**config.mk**
```make
export PLATFORM = sky130hd
export DESIGN_NAME = wfg_drive_pat_core
export DESIGN_NICKNAME = d
export VERILOG_FILES = /design/src/rtl/wfg_drive_pat_core.sv
export SDC_FILE = /design/constraint.sdc
export NUM_CORES = 1
export LEC_CHECK = 0
export ABC_AREA = 1
export CAP_MARGIN = 20
export CELL_PAD_IN_SITES_DETAIL_PLACEMENT = 1
export CELL_PAD_IN_SITES_GLOBAL_PLACEMENT = 1
export CORE_MARGIN = 2
export CORE_UTILIZATION = 43
export DETAILED_ROUTE_END_ITERATION = 16
export DONT_BUFFER_PORTS = 1
export HOLD_SLACK_MARGIN = 0.08
export PLACE_DENSITY = 0.95
export SLEW_MARGIN = 10
export SYNTH_ARGS = -nofsm -noshare
export SYNTH_HDL_FRONTEND = slang
export SYNTH_SLANG_ARGS = --single-unit
```
**constraint.sdc**
```tcl
create_clock -name clk -period 2.02 [get_ports clk]
set_input_delay 0.202 -clock clk [delete_from_list [all_inputs] [get_ports clk]]
set_output_delay 0.202 -clock clk [all_outputs]
set_load 0.01 [all_outputs]
```
**src/rtl/wfg_drive_pat_core.sv**
```systemverilog
// Pattern driver core: on each selected-core sync it fetches one stream word
// and updates the registered pattern pins according to per-pin mode selects.
module wfg_drive_pat_core #(
    parameter int CHANNELS = 32,
    parameter int AXIS_W   = 32
) (
    input  logic                clk,
    input  logic                rst_n,
    input  logic [1:0]          wfg_core_sync_i,
    input  logic [AXIS_W-1:0]   wfg_axis_tdata_i,
    input  logic                wfg_axis_tvalid_i,
    output logic                wfg_axis_tready_o,
    input  logic [31:0]         ctrl_en_q_i,
    input  logic                cfg_core_sel_q_i,
    input  logic [7:0]          cfg_begin_q_i,
    input  logic [7:0]          cfg_end_q_i,
    input  logic [31:0]         patsel0_low_q_i,
    input  logic [31:0]         patsel1_high_q_i,
    output logic [CHANNELS-1:0] wfg_pat_o,
    output logic                wfg_pat_missed_o
);

    typedef enum logic [1:0] {
        IDLE  = 2'd0,
        ARMED = 2'd1,
        FETCH = 2'd2
    } state_t;

    state_t state;
    state_t state_next;

    logic                en;
    logic                sel_sync;
    logic                handshake;
    logic                clear;
    logic [CHANNELS-1:0] pat_next;
    logic                unused;

    assign en        = ctrl_en_q_i[0];
    assign sel_sync  = wfg_core_sync_i[cfg_core_sel_q_i];
    assign handshake = wfg_axis_tvalid_i & wfg_axis_tready_o;
    assign clear     = !en || (state == IDLE);
    assign unused    = ^ctrl_en_q_i[31:1];

    always_ff @(posedge clk or negedge rst_n) begin
        if (!rst_n) begin
            state <= IDLE;
        end else begin
            state <= state_next;
        end
    end

    always_comb begin
        state_next = state;
        if (!en) begin
            state_next = IDLE;
        end else begin
            unique case (state)
                IDLE:    state_next = ARMED;
                ARMED:   if (sel_sync) state_next = FETCH;
                FETCH:   if (wfg_axis_tvalid_i) state_next = ARMED;
                default: state_next = IDLE;
            endcase
        end
    end

    always_comb begin
        wfg_axis_tready_o = (state == FETCH);
    end

    // Pins outside [begin, end] are forced low; an inverted range clears all.
    always_comb begin
        pat_next = '0;
        for (int i = 0; i < CHANNELS; i++) begin
            logic [7:0] idx;
            logic [1:0] mode;
            idx  = 8'(i);
            mode = {patsel1_high_q_i[i], patsel0_low_q_i[i]};
            unique case (mode)
                2'b00: pat_next[i] = 1'b0;
                2'b01: pat_next[i] = 1'b1;
                2'b10: pat_next[i] = wfg_axis_tdata_i[i];
                2'b11: pat_next[i] = ~wfg_pat_o[i];
                default: pat_next[i] = 1'b0;
            endcase
            if (idx < cfg_begin_q_i || idx > cfg_end_q_i) begin
                pat_next[i] = 1'b0;
            end
        end
    end

    always_ff @(posedge clk or negedge rst_n) begin
        if (!rst_n) begin
            wfg_pat_o <= '0;
        end else if (clear) begin
            wfg_pat_o <= '0;
        end else if (handshake) begin
            wfg_pat_o <= pat_next;
        end
    end

    always_ff @(posedge clk or negedge rst_n) begin
        if (!rst_n) begin
            wfg_pat_missed_o <= 1'b0;
        end else if (clear) begin
            wfg_pat_missed_o <= 1'b0;
        end else if (state == FETCH && sel_sync) begin
            wfg_pat_missed_o <= 1'b1;
        end
    end

endmodule

```
### Yosys cells after proc, flatten, opt, wreduce, memory -nomap -nowiden

Index checks and enable logic that the tools add are counted.

| cells by class | value |
|---|---|
| magnitude comparators | 65 |
| eq/ne operators | 100 |
| mux-type cells | 74 |
| bitwise logic cells | 33 |
| reduce and logical (&&, ||, !) cells | 71 |

Operators with widths:

| kind | count |
|---|---|
| $eq 2x2->1 const B | 65 |
| $gt 5x8->1 const A | 16 |
| $lt 5x8->1 const A | 16 |
| $pmux 1 s4 | 32 |
| $eq 2x1->1 const B | 33 |
| $logic_not 2->1 | 33 |
| $gt 4x8->1 const A | 8 |
| $lt 4x8->1 const A | 8 |
| $mux 32 | 2 |
| $mux 1 | 36 |
| $logic_or 1x1->1 | 33 |
| $gt 3x8->1 const A | 4 |
| $lt 3x8->1 const A | 4 |
| $not 1->1 | 32 |
| $gt 1x8->1 const A | 2 |
| $gt 2x8->1 const A | 2 |
| $lt 1x8->1 const A | 2 |
| $lt 2x8->1 const A | 2 |
| $mux 2 | 3 |
| $ne 3x3->1 const B | 2 |
| $pmux 2 s3 | 1 |
| $reduce_bool 2->1 | 2 |
| $lt 1x2->1 const B | 1 |
| $reduce_and 2->1 | 1 |
| 3 further kinds | 3 |

| storage, ports and cells | value |
|---|---|
| flip-flop bits (word level) | 35 |
| input bits | 150 |
| output and inout port bits | 34 |
| word-level logic and storage cells | 346 |

### Longest topological paths before layout

Gate-level depths: netlist of run 1.

| depth | value |
|---|---|
| depth after elaboration | 5 |
| depth in mapped cells | 9 |

### Least setup slack after synthesis of run 1

OpenSTA, ideal clock, no wires.

| path | value |
|---|---|
| path type | register to register |
| start | register state[1] |
| end | register wfg_pat_o[3] |
| library setup time | 0.124 ns |
| data arrival time | 1.031 ns |
| setup slack | 0.865 ns |
| stages on the path, launching flop included | 9 |
| period minus slack after synthesis | 1.155 ns |
| path through | dfrtp_1 > inv_2 > nor2_2 > nand2_1 > nand2_1 > inv_2 > buf_6 > nand2_1 > nand2_1 |

| on the way | value |
|---|---|
| longest elaborated chain between the ends | 3 |
| elaborated cells on any way between the ends | 6 |
| classes of those cells | eq/ne: 1; mux: 1; bitwise: 1; reduce/logical: 3 |

RTL lines:

| item | RTL line | RTL |
|---|---|---|
| start, declared | 29 | `state_t state;` |
| start signal, assigned | 49 | `state <= state_next;` |
| $eq 2x2->1 | 68 | `wfg_axis_tready_o = (state == FETCH);` |
| via wfg_axis_tready_o | 12 | `output logic wfg_axis_tready_o,` |
| $and 1x1->1 | 41 | `assign handshake = wfg_axis_tvalid_i & wfg_axis_tready_o;` |
| $reduce_bool 2->1 (no line) | -- |  |
| end signal, assigned | 98 | `wfg_pat_o <= pat_next;` |
| end, declared | 19 | `output logic [CHANNELS-1:0] wfg_pat_o,` |

The timed path passes the listed nets, and every way through them passes these cells.
A chain may end at the register's enable or synchronous reset.

### Final worst setup path of run 1

| path | value |
|---|---|
| start | register state[0] |
| end | register wfg_pat_o[24] |

| on the way | value |
|---|---|
| longest elaborated chain between the ends | 3 |
| elaborated cells on any way between the ends | 6 |
| classes of those cells | eq/ne: 1; mux: 1; bitwise: 1; reduce/logical: 3 |

RTL lines:

| item | RTL line |
|---|---|
| $eq 2x2->1 / $logic_not 2->1 (equally long branches) | 68, 42 |
| $and 1x1->1 / $logic_or 1x1->1 (equally long branches) | 41, 42 |
| $reduce_bool 2->1 (no line) / $mux 32 (equally long branches) | -- |

Parallel ways exist; a longest one is shown, timed or not.

==> results of run 1 <==
[timing repair]
item	in CTS	in global routing
hold buffers	2	0
hold endpoints to repair	35	0
setup buffers	0	0
[final timing paths]
| kind | start | endpoint | slack (ps) | depth (start not counted) |
|---|---|---|---|---|
| max reg2reg | state[0]$_DFFE_PN0P_ | wfg_pat_o[24]$_DFFE_PN0P_ | 530 | 6 |
| min in group asynchronous | rst_n | wfg_pat_o[8]$_DFFE_PN0P_ | 380 | 2 |
| max in group asynchronous | rst_n | wfg_pat_o[27]$_DFFE_PN0P_ | 1430 | 2 |
| max | state[0]$_DFFE_PN0P_ | wfg_pat_o[24]$_DFFE_PN0P_ | 530 | 6 |
| min | cfg_begin_q_i[3] | wfg_pat_o[10]$_DFFE_PN0P_ | 90 | 3 |
| min reg2reg | wfg_pat_o[1]$_DFFE_PN0P_ | wfg_pat_o[1]$_DFFE_PN0P_ | 580 | 2 |
[layout make-up]
type,instances,area [um2]
inverters,55,206
fillers,911,3390
flip-flops and latches,35,876
multi-input cells,378,1640
well taps,77,96.3
clock buffers,6,72.6
repair buffers,2,30.0
[flip-flops by register name, indices dropped and copies added, names as in the netlist]
signal	count
wfg_pat_missed_o	1
wfg_pat_o	32
state	2
[layer usage]
layer | GRT usage [%] | share of wire [%] | vias up
li1 | - | - | 1489
met1 | 30.7 | 40 | 1482
met2 | 51.4 | 52 | 127
met3 | 6.69 | 7.3 | 11
met4 | 5.19 | 1.1 | 0
met5 | 0 | 0 | -
[kinds of logic (layout without fill, tap and decap cells)]
logic type,Yosys count,after routing,synth area share [%]
buf+inv,62,63,10.0
simple gates,341,341,51.9
compound gates,37,37,6.83
flops,35,35,31.3
[cell usage in the layout, fill, tap and decap left out, drive strengths merged, types with 3 or more instances in the layout]
cell type and count:
clkbuf 6, nand4 4, nand3 67, nor2 56
nand3b 3, nand2 211, dfrtp 35, a21oi 17
o21ai 19, inv 54
[worst max-delay path, cell delays in order (launching register included)]
cell and delay [ps]:
dfrtp_1 440, inv_2 100, a21oi_2 140, nand2_1 70, inv_2 430, nand2_1 140
nand2_1 100
[power breakdown]
part / internal (W) / switching, W / leakage, nW
Combinational: 0.0000753 / 0.000178 / 1.13
Sequential: 0.000705 / 0.00000835 / 0.487
Clock: 0.000230 / 0.000265 / 0.0371
[metrics by stage]
| step | cells | setup WS, ps | area (um2) | total power, W |
|---|---|---|---|---|
| after floorplan | 475 | 865 | 2800 | 0.000917 |
| after CTS | 553 | 500 | 2930 | 0.00147 |
| after detailed placement | 545 | 545 | 2820 | 0.000958 |
| after global placement | 545 | 642 | 2820 | 0.000946 |
| after global routing | 553 | 360 | 2930 | 0.00153 |
| final | 553 | 528 | 2930 | 0.00146 |
[cells in the mapped netlist, types with 2 or more instances]
| master | instances | area, um2 |
|---|---|---|
| nor2_1 | 50 | 188 |
| nand3_2 | 3 | 30.0 |
| nor2_2 | 5 | 31.3 |
| buf_6 | 4 | 45.0 |
| dfrtp_1 | 35 | 876 |
| buf_2 | 2 | 10.0 |
| inv_2 | 4 | 15.0 |
| nand3b_1 | 3 | 22.5 |
| nand4_1 | 2 | 12.5 |
| a21oi_1 | 16 | 80.1 |
| o21ai_0 | 19 | 95.1 |
| nand3_1 | 64 | 320 |
| nand2_1 | 210 | 788 |
| inv_1 | 50 | 188 |
==> flow_summary.ini, run 1 <==
[status]
status = finished clean

[timing]
rsz0062_at_grt = no
fin_setup_tns_ps = 0
worst_pin_slew_ps = 614
fin_worst_skew_ps = 3.72
finalSetupViolations = 0
drv_slew = 0
holdWs_ps = 91.0
fin_crit_ps = 1490
slew_headroom_pct = 58.9
finalHoldViolations = 0
period_share_pct = 73.9
max_freq_mhz = 670

[finish]
area_growth_syn_to_layout_pct = 4.42
drive_gt1_share_pct = 4.83
nets = 627
post-route-util_pct = 46.3
n_antenna_cell = 0

[synth]
netlist_instances = 475
yosys_warnings = 0
synthDistinctLibCells = 22
ys_ff_latch = 35
async_flop_share_pct = 100
seq_area_frac_synth_pct = 31.3
synth_flop_cell = dfrtp_1
syn_area_mm2 = 0.00280
syn_avg_cell_area_um2 = 5.90
synth_edf_count = 0
syn_nets = 625

[clock_tree]
htree_levels = 2
cts_tree = built
cts_buffers = 5
clock_sinks = 35
clkLatencyLatePin_ps = 290
clkTransAtPathRegs_ps = 70
clock_path_buffers = 2
ctsResizeCount = 0
root_buffer = clkbuf_8

[worst_setup_path]
end_kind = flip-flop
cp_max_fo = 32
path_class = reg2reg
worstSetupStartpointType = flip-flop
crit_arrival_ps = 1720
critPathRequiredTime_ps = 2250

[job]
drv_cap = 0

[global_route]
antenna_found_initial = 0
grt_overflow_total = 0
grt_first_pass_wirelength_um = 15500
grt_use_total_pct = 27.1
grt_pass1_vias = 3344
grt_start_max_net_pins = 36

[place]
place_hpwl_um = 7740
gp_congestion = 0.841
portBuffers = 0

[routing]
vias_per_cell = 5.62
vias = 3109
dr.pass1.iters = 4
drc = 0
wl_um = 9700
drtIter0Drc = 99
wl_per_cell_um = 17.5
ant_nets = 0

[floorplanning]
initial_core_util_pct = 44.4
rows = 29
die_w_um = 84.7
io-pin-count = 184
core_mm2 = 0.00631
die_area_mm2 = 0.00718
die_y_um = 84.7

[power_and_ir_drop]
p_per_area_mw_per_mm2 = 500
power_leakage_nw = 1.65
ir_drop_uv = 262

[hold_path]
hold_path.class = in2reg
Note: power is estimated with default switching activity, not from simulation.
==> inputs of run 2 (changes only) <==
Settings changed: CORE_UTILIZATION 43 to 36, PLACE_DENSITY 0.95 to 0.87.
Clock period 2.02 ns to 1.27 ns, I/O delays scaled along.
==> run 2 against run 1 <==
  * Clock power up 86%
  * Clock-buffer cell count up 2
  * Sequential power up 58%
  * Critical path depth up 2
  * First-iteration DRC count up 46%
  * Cell count up 8.1%
  * Register-to-register slack worse by 480 ps
  * Power up 73%
  * Fmax up 22%
  * Utilization down 4.6 points
  * Combinational power up 90%
==> flow_summary.ini, run 2 (synthesis results as in run 1) <==
[timing]
finalSetupViolations = 0
rsz0062_at_grt = yes
slew_headroom_pct = 62.8
period_share_pct = 96.3
fin_setup_tns_ps = 0
drv_slew = 0
worst_pin_slew_ps = 556
finalHoldViolations = 0
max_freq_mhz = 818
fin_crit_ps = 1220
holdWs_ps = 82.5
fin_worst_skew_ps = 5.21

[hold_path]
hold_start = cfg_end_q_i[1]
hold_path.class = in2reg

[floorplanning]
core_mm2 = 0.00765
io-pin-count = 184
rows = 32
die_y_um = 92.2
die_area_mm2 = 0.00850
die_w_um = 92.2
initial_core_util_pct = 36.6

[place]
gp_congestion = 0.994
postPlaceCellArea_mm2 = 0.00295
portBuffers = 0
place_hpwl_um = 7850

[finish]
largest_reg_flops = 32
area_growth_syn_to_layout_pct = 14.0
mostFrequentLayoutCells = 210 x nand2_1, 64 x nand3_1, 50 x nor2_1
top_regs = wfg_pat_o x32, state x2, wfg_pat_missed_o x1
final_common_cell = nand2_1
drive_gt1_share_pct = 7.26
post-route-util_pct = 41.8
n_antenna_cell = 0
fin_area_mm2 = 0.00319
nets = 645
top_register = wfg_pat_o

[power_and_ir_drop]
power_leakage_nw = 1.76
total_power_w = 0.00254
p_per_area_mw_per_mm2 = 794
ir_drop_uv = 352

[clock_tree]
root_buffer = clkbuf_8
clkTransAtPathRegs_ps = 70
clock_sinks = 35
clock_path_buffers = 2
clkLatencyLatePin_ps = 290
cts_buffers = 5
htree_levels = 2
cts_tree = built

[worst_setup_path]
reg2reg_slack_ps = 50
end_kind = flip-flop
worstSetupStartpointType = flip-flop
path_class = reg2reg
crit_start = state[1]$_DFFE_PN0P_
cp_max_fo = 18
critPathRequiredTime_ps = 1460
r2r_start = state[1]$_DFFE_PN0P_
crit_arrival_ps = 1420

[global_route]
grt_pass1_vias = 3364
grt_use_total_pct = 23.0
grt_overflow_total = 0
antenna_found_initial = 0
grt_start_max_net_pins = 36
grt_first_pass_wirelength_um = 15600

[job]
drv_cap = 0

[routing]
drtIter0Drc = 145
ant_nets = 0
vias_per_cell = 5.21
dr.pass1.iters = 4
wl_per_cell_um = 16.0
vias = 3114
drc = 0
wl_um = 9590

[status]
status = finished clean
run 2: cell types whose count changed in the layout (fill, tap and decap cells not counted):
cell / change
dlygate4sd3_1: +8
buf_4: +6
buf_12: +3
clkbuf_8: +2
buf_6: +1
inv_1: -1
inv_2: +1
nand3_2: -1
nand3_4: +1
nor2_2: -1
nor2_4: +1
run 2: per-stage QoR:
| step | std cells | setup slack [ps] |
|---|---|---|
| after floorplan | 475 | 115 |
| after global placement | 578 | 86.5 |
| after detailed placement | 578 | -1.29 |
| after CTS | 598 | 0.156 |
| after global routing | 598 | -42.5 |
| final | 598 | 47.4 |
run 2: worst paths after layout:
path                                             endpoint  depth (start not counted)
worst max register to register  wfg_pat_o[13]$_DFFE_PN0P_                          8
worst min-delay path             wfg_pat_o[1]$_DFFE_PN0P_                          4
max in group asynchronous       wfg_pat_o[18]$_DFFE_PN0P_                          2
worst max-delay path            wfg_pat_o[13]$_DFFE_PN0P_                          8
min in group asynchronous       wfg_pat_o[11]$_DFFE_PN0P_                          2
worst min register to register  wfg_pat_o[22]$_DFFE_PN0P_                          2
run 2: area by class of cell:
cell class / instances / area [um2]
Tap cell: 102 / 128
Timing Repair Buffer: 20 / 226
Multi-Input combinational cell: 378 / 1660
Fill cell: 1048 / 4450
Inverter: 55 / 206
Sequential cell: 35 / 876
Clock buffer: 8 / 100
run 2: where the power goes:
part           internal [W]  switching (W)  total [W]
clock              0.000495       0.000427   0.000922
sequential          0.00112      0.0000116    0.00113
combinational      0.000180       0.000299   0.000480
run 2: routing by layer:
| metal | GRT usage, % | share of wire, % |
|---|---|---|
| met2 | 42.3 | 50 |
| met5 | 0 | 0 |
| met3 | 6.82 | 8.1 |
| met1 | 26.1 | 41 |
| met4 | 4.85 | 0.83 |
run 2: timing repair:
item,4_1_cts,5_1_grt
buffers inserted,2,0
pin swaps,0,0
gates resized for setup,0,4
endpoints found under the hold margin,47,0
hold buffers,10,0
setup endpoints to repair,2,30
run 2: critical path, cell delays in order (launching register included):
cell and delay [ps]:
dfrtp_1 430, inv_2 80, nor2_2 120, nand2_1 70, nand2_1 80, inv_2 60, buf_12 150, nand2_1 70
nand2_1 50
